## src/rtl/idli_fetch_m_pkg.sv

```systemverilog
`timescale 1ns/1ps
`default_nettype none
// ============================================================================
//  Module      : idli_fetch_m_pkg
//  Description : Shared types and constants for the idli fetch front end and
//                its SQI SRAM read sequence.
//  Revision    : 1.0 - initial release
// ============================================================================
package idli_fetch_m_pkg;

  // Existing core types: 2-bit period counter and 16-bit data word.
  typedef logic [1:0]  ctr_t;
  typedef logic [15:0] data_t;

  // Fetch sequencer states.
  typedef enum logic [2:0] {
    IDLE   = 3'd0,
    CMD    = 3'd1,
    ADDR   = 3'd2,
    DUMMY  = 3'd3,
    STREAM = 3'd4
  } fe_state_t;

  // SQI sequential READ opcode, sent as two nibbles, high nibble first.
  localparam logic [7:0] SQI_CMD_READ   = 8'h03;
  localparam logic [2:0] SQI_CMD_NIBS   = 3'd2;
  // 24-bit byte address is six nibbles.
  localparam logic [2:0] SQI_ADDR_NIBS  = 3'd6;
  // Turnaround cycles between the last address nibble and the first data nibble.
  localparam logic [2:0] SQI_DUMMY_NIBS = 3'd2;

  // Counter phase whose ending edge may launch a new read, and the phase on
  // which the fourth nibble of a word is on the bus.
  localparam ctr_t CTR_START = 2'd1;
  localparam ctr_t CTR_LAST  = 2'd3;

  // The SRAM is byte addressed; instruction words are two bytes.
  function automatic logic [23:0] sqi_byte_addr(input data_t a);
    return {7'b0, a, 1'b0};
  endfunction

endpackage
`default_nettype wire

```

## src/rtl/idli_fetch_m.sv

```systemverilog
`timescale 1ns/1ps
`default_nettype none
// ============================================================================
//  Module      : idli_fetch_m
//  Description : Instruction fetch front end. Owns the period counter, runs an
//                SQI sequential READ against the SRAM and assembles four data
//                nibbles per period into a 16-bit instruction word. A redirect
//                ends the burst and restarts the read at a new word address.
//  Revision    : 1.0 - initial release
// ============================================================================
module idli_fetch_m #(
  parameter logic [15:0] RESET_ADDR = 16'h0000
) (
  input  logic        i_fe_gck,
  input  logic        i_de_rst_n,
  input  logic        i_fe_redirect,
  input  logic [15:0] i_fe_redirect_addr,
  output logic [1:0]  o_fe_ctr,
  output logic [15:0] o_fe_enc,
  output logic        o_fe_enc_vld,
  output logic [15:0] o_fe_pc,
  output logic        o_sqi_cs_n,
  output logic [3:0]  o_sqi_sio,
  output logic        o_sqi_sio_oe,
  input  logic [3:0]  i_sqi_sio
);

  import idli_fetch_m_pkg::*;

  // --------------------------------------------------------------------------
  // State
  // --------------------------------------------------------------------------
  ctr_t        r_ctr;
  fe_state_t   r_state;
  logic [2:0]  r_nib;
  data_t       r_addr;
  data_t       r_pc;
  logic [11:0] r_buf;
  logic [2:0]  r_have;
  logic        r_cs_n;
  logic [3:0]  r_sio;
  logic        r_oe;

  fe_state_t   w_state_nxt;
  logic [2:0]  w_nib_nxt;
  logic [23:0] w_baddr;
  logic [3:0]  w_addr_nib;
  logic [3:0]  w_sio_nxt;
  logic        w_word_full;

  // Free-running period counter; only reset clears it, redirect never does.
  always_ff @(posedge i_fe_gck or negedge i_de_rst_n) begin
    if (!i_de_rst_n) begin
      r_ctr <= '0;
    end else begin
      r_ctr <= r_ctr + 2'd1;
    end
  end

  // Next state and nibble index. Redirect wins over everything. Leaving IDLE
  // needs a whole ctr==1 cycle spent in IDLE, which fixes CMD on ctr==2 (so
  // the first data nibble lands on ctr==0) and guarantees cs_n high >= 1 cycle.
  always_comb begin
    w_state_nxt = r_state;
    w_nib_nxt   = r_nib + 3'd1;
    if (i_fe_redirect) begin
      w_state_nxt = IDLE;
      w_nib_nxt   = '0;
    end else begin
      case (r_state)
        IDLE: begin
          w_nib_nxt = '0;
          if (r_ctr == CTR_START) begin
            w_state_nxt = CMD;
          end
        end
        CMD: begin
          if (r_nib == SQI_CMD_NIBS - 3'd1) begin
            w_state_nxt = ADDR;
            w_nib_nxt   = '0;
          end
        end
        ADDR: begin
          if (r_nib == SQI_ADDR_NIBS - 3'd1) begin
            w_state_nxt = DUMMY;
            w_nib_nxt   = '0;
          end
        end
        DUMMY: begin
          if (r_nib == SQI_DUMMY_NIBS - 3'd1) begin
            w_state_nxt = STREAM;
            w_nib_nxt   = '0;
          end
        end
        STREAM: begin
          w_nib_nxt = '0;
        end
        default: begin
          w_state_nxt = IDLE;
          w_nib_nxt   = '0;
        end
      endcase
    end
  end

  // Address nibble select: MSB nibble of the byte address goes out first.
  always_comb begin
    w_baddr    = sqi_byte_addr(r_addr);
    w_addr_nib = '0;
    case (w_nib_nxt)
      3'd0:    w_addr_nib = w_baddr[23:20];
      3'd1:    w_addr_nib = w_baddr[19:16];
      3'd2:    w_addr_nib = w_baddr[15:12];
      3'd3:    w_addr_nib = w_baddr[11:8];
      3'd4:    w_addr_nib = w_baddr[7:4];
      3'd5:    w_addr_nib = w_baddr[3:0];
      default: w_addr_nib = '0;
    endcase
  end

  // Nibble to drive in the coming cycle; the bus is released outside CMD/ADDR.
  always_comb begin
    w_sio_nxt = '0;
    case (w_state_nxt)
      CMD:     w_sio_nxt = (w_nib_nxt == 3'd0) ? SQI_CMD_READ[7:4] : SQI_CMD_READ[3:0];
      ADDR:    w_sio_nxt = w_addr_nib;
      default: w_sio_nxt = '0;
    endcase
  end

  // Sequencer register with its pad outputs registered alongside, so cs_n,
  // sio and oe always describe the state of the current cycle.
  always_ff @(posedge i_fe_gck or negedge i_de_rst_n) begin
    if (!i_de_rst_n) begin
      r_state <= IDLE;
      r_nib   <= '0;
      r_cs_n  <= 1'b1;
      r_sio   <= '0;
      r_oe    <= 1'b0;
    end else begin
      r_state <= w_state_nxt;
      r_nib   <= w_nib_nxt;
      r_cs_n  <= (w_state_nxt == IDLE);
      r_sio   <= w_sio_nxt;
      r_oe    <= (w_state_nxt == CMD) || (w_state_nxt == ADDR);
    end
  end

  // Read start address and presented-word PC. Both load on redirect; the PC
  // then steps once per completed STREAM period and wraps at 16 bits.
  always_ff @(posedge i_fe_gck or negedge i_de_rst_n) begin
    if (!i_de_rst_n) begin
      r_addr <= RESET_ADDR;
      r_pc   <= RESET_ADDR;
    end else if (i_fe_redirect) begin
      r_addr <= i_fe_redirect_addr;
      r_pc   <= i_fe_redirect_addr;
    end else if ((r_state == STREAM) && (r_ctr == CTR_LAST)) begin
      r_pc   <= r_pc + 16'd1;
    end
  end

  // Capture nibbles 0-2 of the period and remember which arrived in STREAM.
  // Any redirect or non-STREAM cycle discards the partial word.
  always_ff @(posedge i_fe_gck or negedge i_de_rst_n) begin
    if (!i_de_rst_n) begin
      r_buf  <= '0;
      r_have <= '0;
    end else if (i_fe_redirect || (r_state != STREAM)) begin
      r_buf  <= '0;
      r_have <= '0;
    end else begin
      case (r_ctr)
        2'd0: begin
          r_buf[3:0] <= i_sqi_sio;
          r_have     <= 3'b001;
        end
        2'd1: begin
          r_buf[7:4] <= i_sqi_sio;
          r_have[1]  <= 1'b1;
        end
        2'd2: begin
          r_buf[11:8] <= i_sqi_sio;
          r_have[2]   <= 1'b1;
        end
        default: begin
          r_have <= '0;
        end
      endcase
    end
  end

  // Word is complete when the three buffered nibbles all came from this
  // STREAM period; the fourth is taken straight off the bus.
  always_comb begin
    w_word_full  = &r_have;
    o_fe_enc     = {i_sqi_sio, r_buf};
    o_fe_enc_vld = (r_state == STREAM) && (r_ctr == CTR_LAST) && w_word_full && !i_fe_redirect;
  end

  assign o_fe_ctr     = r_ctr;
  assign o_fe_pc      = r_pc;
  assign o_sqi_cs_n   = r_cs_n;
  assign o_sqi_sio    = r_sio;
  assign o_sqi_sio_oe = r_oe;

endmodule
`default_nettype wire

```

## config.mk

```make
export PLATFORM = sky130hd
export DESIGN_NAME = idli_fetch_m
export DESIGN_NICKNAME = d
export VERILOG_FILES = /design/src/rtl/idli_fetch_m_pkg.sv /design/src/rtl/idli_fetch_m.sv
export SDC_FILE = /design/constraint.sdc
export NUM_CORES = 1
export LEC_CHECK = 0
export BUFFER_PORTS_ARGS = -buffer_cell sky130_fd_sc_hd__buf_2
export CAP_MARGIN = 20
export CORE_MARGIN = 4
export CORE_UTILIZATION = 40
export CTS_CLUSTER_SIZE = 25
export DETAILED_ROUTE_END_ITERATION = 7
export PLACE_DENSITY_LB_ADDON = 0.08
export SETUP_SLACK_MARGIN = 0.5
export SYNTH_ARGS = -nofsm -noshare
export SYNTH_HDL_FRONTEND = slang
export SYNTH_SLANG_ARGS = --single-unit
```

## constraint.sdc

```tcl
create_clock -name i_fe_gck -period 1.9 [get_ports i_fe_gck]
set_input_delay 0.095 -clock i_fe_gck [delete_from_list [all_inputs] [get_ports i_fe_gck]]
set_output_delay 0.095 -clock i_fe_gck [all_outputs]
set_load 0.01 [all_outputs]
```

==> results_dict.tcl, run 1 <==
set metrics [dict create \
    total_power_uw 3110 \
    num-fill-cells 638 \
    core_area_mm2 0.007253 \
    power.leakage_uw 0.001920 \
    clockBufferDepth 2 \
    synth-seq-cells 61 \
    final_area_mm2 0.004272 \
    first_iter_violations 43 \
    wire_per_inst_um 15.50 \
    cts_tree "built" \
    port_buffers 63 \
    relSlewSlack_pct 61.82 \
    grt_pass1_wl_um 12350 \
    critPathLaunch "o_fe_ctr[0]" \
    cts_htree_levels 3 \
    irDropWorstVdd_v 0.0003912 \
    finalHoldViolCount 0 \
    drive_above_1_share_pct 42.42 \
    setup_viol 0 \
    ys_warn_count 0 \
    cts.sinks 61 \
    r2r_slack_ns 0.27 \
    antenna_found_initial 0 \
    path_class "reg2reg" \
    endpoint "o_fe_pc[12]" \
    synth_seq_area_share_pct 51.41 \
    dpl_cell_area_mm2 0.003456 \
    rsz0062_at_grt "yes" \
    overflow 0 \
    synth_flop_cell "dfrtp_1" \
    fin_crit_sh_pct 85.74 \
    avgSynthCellArea_um2 10.39 \
    die-area_mm2 0.008872 \
    powerDensity_mw_per_mm2 728.1 \
    min_path_type "in2reg" \
    drc 0 \
    r2r_cells 5 \
    netlist-cell-type-count 46 \
    r2r-end "o_fe_pc[12]" \
    ys_top_cells_by_area "dfrtp_1, mux2i_1, nor2_1" \
    netlist_instances 286 \
    synth_top_cell_area_share_pct 50.53 \
    clk_pin_slew_ns 0.07 \
    multi_input_area_mm2 0.001609 \
    vias_per_cell 4.973 \
    wl_um 7562 \
    synth.most_common_cell "dfrtp_1" \
    layout_setup_ws_ns 0.2709 \
    r2r_start "o_fe_ctr[0]" \
    synthArstFlopShare_pct 100.0 \
    outcome "completed" \
    finalClockSkew_ns 0.007816 \
    final_max_slew_viol_count 0 \
    final_util_pct 58.89 \
    place.detailed.hpwl_um 4965 \
    finalNetCount 414 \
    dp_slack_ns 0.08961 \
    firstDrtPassIters 4 \
    clk_latency_ns 0.34 \
    antennaDiodeCount 0 \
    synth_fp_nets 316 \
    ant_nets 0 \
    syn2layout_area_growth_pct 43.75 \
    io_pins 64 \
    start_util_pct 40.97 \
    die_x_um 94.19 \
    cts-buffers-inserted 9 \
    finalWeightedCongestion 0.7524 \
    vias 2427 \
    maxCapViolCount 0 \
    cts_root_buffer "clkbuf_8" \
    synth_top_cells_by_count "dfrtp_1, nor2_1, mux2i_1, nand2_1, o21ai_0" \
    fmax_ghz 0.6138 \
    cp.arrival_ns 1.90 \
    path_max_fanout 6 \
    seq_area_mm2 0.001534 \
    fin_crit_ns 1.629 \
    tightestPinTransition_ns 0.5726 \
    synth_area_mm2 0.002972 \
    rows 31 \
    end_kind "flop" \
    grt_usage_pct 18.51 \
    synth_top_cell_by_area "dfrtp_1" \
    synth-edff-count 0 \
    first_global_vias 2485 \
    start_kind "flop" \
    required_ns 2.17 \
    grt_max_degree 39 \
    die_h_um 94.19 \
    tns_ns 0 \
]
state kept, by name, indices dropped and copies added, names as in the netlist:
register / cells
o_sqi_cs_n: 1
r_buf: 12
r_nib: 3
o_fe_ctr: 2
r_have: 3
o_sqi_sio: 4
o_fe_pc: 16
r_state: 3
r_addr: 16
o_sqi_sio_oe: 1
cells by family after synthesis:
| group | count (synthesis) | synth area share, % |
|---|---|---|
| compound gates | 45 | 8.800 |
| xor+xnor | 11 | 3.242 |
| fa+ha+maj | 7 | 2.947 |
| buf+inv | 35 | 5.516 |
| flops | 61 | 51.41 |
| mux | 32 | 11.07 |
| simple gates | 95 | 17.01 |
layout by cell type (no fill, tap or decap), types with 5 or more instances in the layout:
cell type	n
buf_2	63
dfrtp_1	55
nor2_1	24
mux2i_1	23
buf_4	20
nand2_1	19
inv_1	13
o21ai_0	13
o21ai_1	12
clkbuf_8	11
dlygate4sd3_1	11
buf_6	9
nand4_1	6
mux2_2	6
a31oi_1	6
ha_4	6
nand3_1	5
dfrtp_2	5
what timing repair did:
item                                    4_1_cts  5_1_grt
pin swaps                                    17        6
resized for setup                            49       22
endpoints found under the hold margin        37        1
endpoints found under the setup margin       24       40
buffers inserted                             19        3
hold buffers                                 10        1
routing by layer:
| layer | up-vias | global-route usage, % | share of wire [%] |
|---|---|---|---|
| met3 | 14 | 6.410 | 4.7 |
| met2 | 60 | 28.37 | 46 |
| met1 | 1163 | 24.51 | 47 |
| met5 | - | 0 | 0 |
| met4 | 0 | 6.017 | 1.9 |
| li1 | 1190 | - | - |
how the worst min path moves through the flow:
stage	slack (ns)	start	cells after the start	endpoint
final	0.008	i_fe_redirect_addr[7]	3	r_addr[7]
after global routing	0.01	i_fe_redirect_addr[12]	2	r_addr[12]
after CTS	0.006	i_fe_redirect_addr[7]	3	r_addr[7]
after detailed placement	0.13	i_de_rst_n	1	r_state[0]
after global placement	0.13	i_de_rst_n	1	r_state[0]
after floorplan	-0.20	i_de_rst_n	0	o_fe_ctr[0]
critical path: stages (launching register included):
cell	delay, ns
dfrtp_1	0.39
ha_4	0.15
and4bb_4	0.29
nand4_4	0.14
or4_1	0.42
a31oi_1	0.16
stage by stage:
| stage | cells | hold slack (ns) |
|---|---|---|
| floorplan | 286 | -0.2006 |
| global placement | 439 | 0.1304 |
| detailed placement | 439 | 0.1280 |
| CTS | 484 | 0.005896 |
| global route | 488 | 0.009504 |
| finish | 488 | 0.008392 |
power breakdown:
| part | total, µW | internal (µW) | switching [µW] |
|---|---|---|---|
| combinational | 359 | 166 | 193 |
| sequential | 1440 | 1370 | 69.2 |
| clock | 1310 | 806 | 508 |
area by class of cell:
type / count / share of cell area, %
clock buffer: 12 / 3.632
clock inverter: 4 / 1.640
inverter: 17 / 1.582
multi-input combinational: 190 / 37.67
sequential: 61 / 35.91
tap: 99 / 2.900
timing repair buffer: 105 / 16.67
No activity file was read; power rests on OpenSTA's default activity.
==> inputs of run 2 (changes only) <==
--- a/config.mk
+++ b/config.mk
@@ -8,7 +8,8 @@
 export BUFFER_PORTS_ARGS = -buffer_cell sky130_fd_sc_hd__buf_2
 export CAP_MARGIN = 20
 export CORE_MARGIN = 4
-export CORE_UTILIZATION = 40
+export CORE_UTILIZATION = 56
+export CTS_BUF_LIST = sky130_fd_sc_hd__clkbuf_4
 export CTS_CLUSTER_SIZE = 25
 export DETAILED_ROUTE_END_ITERATION = 7
 export PLACE_DENSITY_LB_ADDON = 0.08
==> constraint.sdc (replaced) <==
create_clock -name i_fe_gck -period 1.6 [get_ports i_fe_gck]
set_input_delay 0.08 -clock i_fe_gck [delete_from_list [all_inputs] [get_ports i_fe_gck]]
set_output_delay 0.08 -clock i_fe_gck [all_outputs]
set_load 0.01 [all_outputs]
==> run 2 against run 1 <==
Net effect:
- the flow now finishes with violations (negative setup slack)
- hold slack improved by 0.098 ns
- worst setup slack worse by 0.43 ns
- global-route usage rose by 11 points
- clock power shrank 4%
- first-iteration DRC count grew to 7.4 times the previous value
- critical endpoint is now o_fe_pc[11]
- largest power group unchanged
- highest routed layer unchanged
==> results_dict.tcl, run 2 (synthesis results as in run 1) <==
set metrics [dict create \
    outcome "complete, but fails checks" \
    violations "negative setup slack" \
    cp.arrival_ns 2.04 \
    stdcell_count 504 \
    min_path_type "in2reg" \
    syn2layout_area_growth_pct 64.51 \
    fin_crit_sh_pct 109.7 \
    power.share.sequential_pct 46.8 \
    max_stage_delay_ns 0.41 \
    finalClockSkew_ns 0.01932 \
    end_kind "flop" \
    core_area_mm2 0.005140 \
    place.detailed.hpwl_um 4888 \
    io_pins 64 \
    swShare_pct 29.69 \
    drc 0 \
    grt_pass1_wl_um 14370 \
    cp_top_family "simple AND/OR/NAND/NOR gates" \
    start_util_pct 57.81 \
    maxCapViolCount 0 \
    combPwrFrac_pct 18.9 \
    final_max_slew_viol_count 0 \
    cts_htree_levels 3 \
    layout_setup_ws_ns -0.1555 \
    finalHoldViolCount 0 \
    wl_um 12610 \
    irDropWorstVdd_v 0.0007364 \
    overflow 0 \
    grt_usage_pct 29.38 \
    tns_ns -1.166 \
    powerDensity_mw_per_mm2 750.3 \
    power_frac_clock_pct 34.4 \
    clockBufferDepth 2 \
    die_h_um 80.85 \
    intPower_uw 2579 \
    drive_above_1_share_pct 51.84 \
    ant_nets 0 \
    vias 3220 \
    cts_root_buffer "clkbuf_4" \
    clk_latency_ns 0.42 \
    firstDrtPassIters 5 \
    cts_tree "built" \
    antennaDiodeCount 0 \
    die-area_mm2 0.006536 \
    finalNetCount 459 \
    place_inst 426 \
    final_common_cell "dfrtp_1" \
    clk_pin_slew_ns 0.11 \
    antenna_found_initial 0 \
    vias_per_cell 6.389 \
    port_buffers 63 \
    first_iter_violations 317 \
    switchingPower_uw 1089 \
    wire_per_inst_um 25.01 \
    cp_cell_sequence "ha_2 -> and4bb_4 -> nand4_4 -> buf_6 -> o21ai_0 -> a31oi_1" \
    cts-buffers-inserted 9 \
    fin_crit_ns 1.756 \
    cts.sinks 61 \
    grt_max_degree 62 \
    setup_viol 19 \
    path_max_fanout 5 \
    slowest_stage "dfrtp_1" \
    fmax_ghz 0.5696 \
    num-fill-cells 130 \
    first_global_vias 2943 \
    final_cell_mix "dfrtp_1, buf_6, buf_2" \
    die_x_um 80.85 \
    relSlewSlack_pct 70.72 \
    power.leakage_uw 0.002198 \
    start_kind "flop" \
    rsz0062_at_grt "yes" \
    required_ns 1.89 \
    critPathBufInv 1 \
    finalWeightedCongestion 0.8312 \
    rows 26 \
    tightestPinTransition_ns 0.4269 \
    path_class "reg2reg" \
]
## run 2: layer usage
metal	global-route usage [%]	part of all wire [%]
met2	49.26	49
met3	6.984	9.3
met4	13.34	6.5
met1	35.92	35
met5	0	0
## run 2: final timing paths
check | slack, ns | startpoint | endpoint | cells after the start
max | -0.16 | o_fe_ctr[0] | o_fe_pc[11] | 6
min reg2reg | 0.55 | r_addr[11] | r_addr[11] | 1
min in group asynchronous | 0.21 | i_de_rst_n | o_sqi_sio[3] | 3
min | 0.11 | i_fe_redirect | r_state[0] | 3
max in group asynchronous | 1.09 | i_de_rst_n | o_fe_pc[2] | 3
max reg2reg | -0.16 | o_fe_ctr[0] | o_fe_pc[11] | 6
## run 2: timing repair
| item | CTS | global route |
|---|---|---|
| pin swaps | 31 | 27 |
| cloned | 1 | 0 |
| gates resized for setup | 75 | 62 |
| endpoints found under the setup margin | 59 | 62 |
| endpoints found under the hold margin | 107 | 0 |
| buffers inserted | 24 | 15 |
| hold buffers | 22 | 0 |
## run 2: worst register-to-register path, stage by stage, from the launching register on
cell	delay, ns
dfrtp_1	0.41
ha_2	0.21
and4bb_4	0.30
nand4_4	0.14
buf_6	0.16
o21ai_0	0.25
a31oi_1	0.16
## run 2: power groups by stage
stage                     clock, µW  combinational, µW  sequential (µW)
after floorplan                   0                190             1730
after global placement            0                393             1720
after detailed placement          0                401             1720
after CTS                      1220                557             1690
after global routing           1330                730             1720
final                          1260                693             1720
## run 2: through the flow
step	util [%]	total power, µW	setup slack, ns	instance area (µm²)	hold WS, ns
after global placement	69.94	2109	-0.06643	3595	0.1101
final	95.11	3668	-0.1555	4888	0.1060
after CTS	87.63	3470	-0.01984	4504	0.06792
after floorplan	-	1924	-0.1072	3122	-0.2156
after detailed placement	69.94	2122	-0.1205	3595	0.1100
after global routing	95.11	3778	-0.2540	4888	0.1113
## run 2: area by class of cell
| type | count | area [µm²] | share of cell area [%] |
|---|---|---|---|
| Multi-Input combinational cell | 191 | 1753 | 35.86 |
| Sequential cell | 61 | 1535 | 31.41 |
| Timing Repair Buffer | 149 | 1281 | 26.21 |
| Clock inverter | 7 | 90.09 | 1.843 |
| Tap cell | 70 | 87.58 | 1.792 |
| Inverter | 17 | 73.82 | 1.510 |
| Clock buffer | 9 | 67.56 | 1.382 |
